$ cat src/rtl/truth_table_sweeper_pkg.sv
// rtl/truth_table_sweeper_pkg.sv - shared types and helpers for the truth-table sweeper
package tt_sweep_pkg;

    typedef enum logic [1:0] {
        IDLE  = 2'd0,
        SWEEP = 2'd1,
        DONE  = 2'd2
    } state_t;

    localparam int TT_W_DEFAULT = 8;

    function automatic int tt_width(input int n);
        return 1 << n;
    endfunction

endpackage

$ cat src/rtl/truth_table_sweeper_settle_timer.sv
// rtl/truth_table_sweeper_settle_timer.sv - per-row settle counter with terminal-count pulse
module settle_timer #(
    parameter int SETTLE_CYCLES = 4
) (
    input  logic clk,
    input  logic rst_n,
    input  logic load_i,
    input  logic en_i,
    output logic tc_o
);

    localparam int CW = $clog2(SETTLE_CYCLES + 1);
    localparam logic [CW-1:0] LAST = CW'(SETTLE_CYCLES - 1);

    logic [CW-1:0] cnt_q, cnt_d;

    // terminal count fires on the last held cycle of a row; the counter wraps itself
    assign tc_o = en_i && (cnt_q == LAST);

    // next count: clear on load or wrap, otherwise advance while enabled
    always_comb begin
        cnt_d = cnt_q;
        if (load_i || tc_o) begin
            cnt_d = '0;
        end else if (en_i) begin
            cnt_d = cnt_q + 1'b1;
        end
    end

    // counter register
    always_ff @(posedge clk) begin
        if (!rst_n) begin
            cnt_q <= '0;
        end else begin
            cnt_q <= cnt_d;
        end
    end

endmodule

$ cat src/rtl/truth_table_sweeper.sv
// rtl/truth_table_sweeper.sv - sweeps a combinational DUT through every input row and builds its truth-table code
module truth_table_sweeper
    import tt_sweep_pkg::*;
#(
    parameter int N_IN          = 3,
    parameter int SETTLE_CYCLES = 4
) (
    input  logic                  clk,
    input  logic                  rst_n,
    input  logic                  start,
    input  logic [(1<<N_IN)-1:0]  expected,
    output logic [N_IN-1:0]       dut_in,
    input  logic                  dut_out,
    output logic                  busy,
    output logic                  done,
    output logic [(1<<N_IN)-1:0]  table_out,
    output logic                  match
);

    localparam int TT_W = tt_width(N_IN);
    localparam int RW   = N_IN + 1;
    localparam logic [RW-1:0]   LAST_ROW = RW'(TT_W - 1);
    localparam logic [TT_W-1:0] MSB_ONE  = {1'b1, {(TT_W-1){1'b0}}};

    state_t          state_q, state_d;
    logic [RW-1:0]   row_q, row_d;
    logic [TT_W-1:0] table_q, table_d;
    logic            match_q, match_d;
    logic            load;
    logic            sweeping;
    logic            tc;
    logic [TT_W-1:0] row_mask;

    assign sweeping = (state_q == SWEEP);
    // row 0 lands in the MSB, so the bit position walks downward as the row rises
    assign row_mask = MSB_ONE >> row_q;

    settle_timer #(
        .SETTLE_CYCLES(SETTLE_CYCLES)
    ) u_settle_timer (
        .clk    (clk),
        .rst_n  (rst_n),
        .load_i (load),
        .en_i   (sweeping),
        .tc_o   (tc)
    );

    // sweep FSM: accept start, insert one sample per row, compare once at the end
    always_comb begin
        state_d = state_q;
        row_d   = row_q;
        table_d = table_q;
        match_d = match_q;
        load    = 1'b0;
        case (state_q)
            IDLE: begin
                if (start) begin
                    state_d = SWEEP;
                    row_d   = '0;
                    table_d = '0;
                    match_d = 1'b0;
                    load    = 1'b1;
                end
            end
            SWEEP: begin
                if (tc) begin
                    table_d = dut_out ? (table_q | row_mask) : (table_q & ~row_mask);
                    if (row_q == LAST_ROW) begin
                        state_d = DONE;
                        row_d   = '0;
                        match_d = (table_d == expected);
                    end else begin
                        row_d = row_q + 1'b1;
                    end
                end
            end
            DONE: begin
                state_d = IDLE;
            end
            default: begin
                state_d = IDLE;
            end
        endcase
    end

    // state, row index and result registers
    always_ff @(posedge clk) begin
        if (!rst_n) begin
            state_q <= IDLE;
            row_q   <= '0;
            table_q <= '0;
            match_q <= 1'b0;
        end else begin
            state_q <= state_d;
            row_q   <= row_d;
            table_q <= table_d;
            match_q <= match_d;
        end
    end

    assign busy      = sweeping;
    assign done      = (state_q == DONE);
    assign dut_in    = row_q[N_IN-1:0];
    assign table_out = table_q;
    assign match     = match_q;

endmodule
$ cat config.mk
export PLATFORM = sky130hd
export DESIGN_NAME = truth_table_sweeper
export DESIGN_NICKNAME = d
export VERILOG_FILES = /design/src/rtl/truth_table_sweeper_pkg.sv /design/src/rtl/truth_table_sweeper_settle_timer.sv /design/src/rtl/truth_table_sweeper.sv
export SDC_FILE = /design/constraint.sdc
export NUM_CORES = 1
export LEC_CHECK = 0
export ABC_AREA = 1
export CAP_MARGIN = 25
export CORE_MARGIN = 2
export CORE_UTILIZATION = 49
export DETAILED_ROUTE_END_ITERATION = 10
export PLACE_DENSITY_LB_ADDON = 0.12
export REMOVE_ABC_BUFFERS = 1
export SKIP_CTS_REPAIR_TIMING = 1
export SLEW_MARGIN = 20
export SYNTH_ARGS = -nofsm -noshare
export SYNTH_HDL_FRONTEND = slang
export SYNTH_SLANG_ARGS = --single-unit
$ cat constraint.sdc
create_clock -name clk -period 1.8 [get_ports clk]
set_input_delay 0.18 -clock clk [delete_from_list [all_inputs] [get_ports clk]]
set_output_delay 0.18 -clock clk [all_outputs]
set_load 0.01 [all_outputs]
==> out/summary.md, run 1 <==
## Timing
• 0 ns — post-route setup TNS
• 0.946 — final period utilization
• 0.702 — Rel. slew slack
• false — setup repair after global routing missed its margin
• 0.587 GHz — Max Fclk
• 0.00315 ns — setup clock skew after layout
• 0 — final number of max-transition violations
• 0.445 ns — Worst Tran Pin Value
• 0 — number of failing hold endpoints at the final stage
• 0 — final setup vio count
• 1.70 ns — clock period minus final worst setup slack

## Final layout
• sky130_fd_sc_hd__nand2_1 — most frequent standard cell in the layout excluding fill and tap cells
• sky130_fd_sc_hd__nand2_1, sky130_fd_sc_hd__inv_1, sky130_fd_sc_hd__clkdlybuf4s50_1 — top library cells by usage in the layout, fill and taps aside
• 0.111 — layout cell share with drive strength beyond 1
• 0 — diode count
• 220 — net total in the final layout
• 227 — final cell count without fillers
• 0.659 — final standard cell utilization of the core
• 0.00147 mm^2 — final design instance area without fill
• 24.9% — area growth from synthesis to layout

## Global routing
• 0.209 — All-Layer GR Usage
• met2 — most used routing layer
• 0.356 — global-route track usage on met2
• 0.256 — met1 Usage GRT
• 14 — maximum number of pins on one net before global-route repair
• 0.0282 — met3 Use GR
• 4370 um — global-route wire length before repair
• 0 — total grt overflow
• 0 — number of antenna violations at the first check in global routing
• 1097 — number of global-route vias before repair

## Synthesis
• 0.306 — share of synthesized area occupied by flip-flops and latches
• 0 — Syn. warnings
• 27 — Synth cell types
• 174 — number of instances in the synthesized netlist
• 6.77 um^2 — synthesized area divided by synthesized cell count
• 18 — count of state elements after synthesis
• 0.00118 mm^2 — area of the mapped netlist

## Worst setup path
• flip-flop — startpoint type of the worst setup path
• 0.59 ns — largest stage delay on the critical path
• buffers and inverters — Crit path max-delay family
• reg2out — critical setup path kind
• primary output — crit end category
• 9 — largest fanout on the critical path
• sky130_fd_sc_hd__clkdlybuf4s50_1 — Slowest-stage cell, CP
• 2 — Worst Path Buf+Inv
• 1.52 ns — data arrival time at the worst-slack endpoint
• inv_2 > nor2_4 > clkdlybuf4s50_1 — sequence of cells on the critical path
• 1.62 ns — WP data required

## Floorplanning
• 26 — ports placed on the boundary
• 0.528 — effective utilization at floorplan
• 17 — number of rows in the core area
• 0.00223 mm^2 — core outline area
• 0.00281 mm^2 — overall die area
• 53.0 um — width of the chip
• 53.0 um — die outline height

## Power
• 0.000366 V — Peak supply drop
• 0.800 mW — Final Total Pwr
• 543 mW/mm^2 — areal power density over the cells
• 0.636 nW — Lkg Pwr

## Clock tree
• 2 — deepest clock path buffer count
• 0.10 ns — Clk pin slew, worst setup/hold paths
• 1 — htree depth
• 3 — cts bufs inserted
• 0.30 ns — Worst-Skew Late Latency
• yes — clock tree from TritonCTS
• 18 — Sinks on Clock Net
• sky130_fd_sc_hd__clkbuf_4 — CTS Root Cell

## Place
• 0.897 — final RePlAce weighted congestion
• 0.00143 mm^2 — placed cell area
• 2050 um — dpl hpwl
• 25 — number of buffers added on ports
• 223 — cell count after placement

## Routing
• 4 — drt first pass iters
• 0 — total DRC errors in the routed layout
• 0 — final antenna-violating net count
• 2690 um — total wirelength of the detailed-routed design
• 11.9 um — per-cell routed wire length
• 5.18 — vias per cell
• 17 — DRT iter0 DRCs
• 1175 — total vias in the final route

## Status
• finished clean — run status

## Job
• 0 — max cap viols

## Min path
• reg2reg — min-delay worst type

[per-layer routing]
| metal | wire, um | share of wire | vias up |
|---|---|---|---|
| met4 | 57 | 0.021 | 0 |
| met2 | 1300 | 0.48 | 25 |
| met3 | 100 | 0.037 | 7 |
| li1 | - | - | 610 |
| met5 | 0 | 0 | - |
| met1 | 1240 | 0.46 | 533 |
[worst paths after layout]
check / from / end / slack [ns] / cells past startpoint
worst max-delay path: state_q[0] / busy / 0.1 / 3
worst min-delay path: u_settle_timer.cnt_q[2] / u_settle_timer.cnt_q[2] / 0.48 / 2
worst max register to register: row_q[0] / match / 0.22 / 10
worst min register to register: u_settle_timer.cnt_q[2] / u_settle_timer.cnt_q[2] / 0.48 / 2
[synthesized netlist by cell type]
cell type                  count  area [um^2]
sky130_fd_sc_hd__nand3_2       3         30.0
sky130_fd_sc_hd__nand4_1       2         12.5
sky130_fd_sc_hd__a21oi_2       1         8.76
sky130_fd_sc_hd__nand3_1      19         95.1
sky130_fd_sc_hd__nor2_1        9         33.8
sky130_fd_sc_hd__nor2_4        2         22.5
sky130_fd_sc_hd__nor3_1        1         5.00
sky130_fd_sc_hd__buf_4         3         22.5
sky130_fd_sc_hd__o32ai_1       1         8.76
sky130_fd_sc_hd__dfxtp_1      18          360
sky130_fd_sc_hd__nand2_1      51          191
sky130_fd_sc_hd__buf_6         2         22.5
sky130_fd_sc_hd__a21oi_1       3         15.0
sky130_fd_sc_hd__nor4_1        1         6.26
sky130_fd_sc_hd__or2_1         1         6.26
sky130_fd_sc_hd__a221oi_1      1         8.76
sky130_fd_sc_hd__a31oi_1       1         6.26
sky130_fd_sc_hd__o22ai_1       9         56.3
sky130_fd_sc_hd__o211ai_1      1         7.51
sky130_fd_sc_hd__ha_1          8          100
sky130_fd_sc_hd__o21ai_0       3         15.0
sky130_fd_sc_hd__inv_1        26         97.6
sky130_fd_sc_hd__buf_2         1         5.00
sky130_fd_sc_hd__nand2_4       1         11.3
sky130_fd_sc_hd__inv_2         4         15.0
sky130_fd_sc_hd__xnor2_1       1         8.76
sky130_fd_sc_hd__nand2_2       1         6.26
[worst min-delay path, cell delays in order (launching register included)]
cell,delay (ns)
sky130_fd_sc_hd__dfxtp_1,0.33
sky130_fd_sc_hd__nand2_1,0.06
sky130_fd_sc_hd__a21oi_1,0.05
[final cells by class]
cell class / instances / area (um^2)
clock buffer: 4 / 36.3
fill: 207 / 761
inverter: 30 / 113
multi-input combinational: 120 / 661
sequential: 18 / 363
tap: 28 / 35.0
timing repair buffer: 27 / 265
[registers in the layout (all words and copies together), names as in the netlist]
name                  flops
table_out                 8
row_q                     4
u_settle_timer.cnt_q      3
state_q                   2
match                     1
[per-stage QoR]
step                      hold WS [ns]  worst slack (ns)
final                            0.480            0.0972
after global routing             0.497            0.0224
after detailed placement         0.468             0.125
after CTS                        0.477            0.0895
after floorplan                  0.313             0.182
after global placement           0.449             0.156
[report_power, final]
group	switching (mW)	internal, mW	leakage, nW	total [mW]
registers	0.00631	0.405	0.147	0.412
clock network	0.134	0.124	0.0210	0.258
logic	0.0728	0.0581	0.468	0.131
[kinds of logic (layout without fill, tap and decap cells)]
logic type | count (synthesis) | count (layout) | synth area share
fa+ha+maj | 8 | 8 | 0.0849
buf+inv | 36 | 61 | 0.138
simple gates | 91 | 91 | 0.357
xor+xnor | 1 | 1 | 0.00743
compound gates | 20 | 20 | 0.107
flops | 18 | 18 | 0.306
Power figures use the tool's default switching activity.
==> run 2, diff against run 1 <==
HOLD_SLACK_MARGIN = 0.05   (was default)
==> results of run 2 <==
Same layout as run 1: the final DEF is identical, and so are final timing and power.
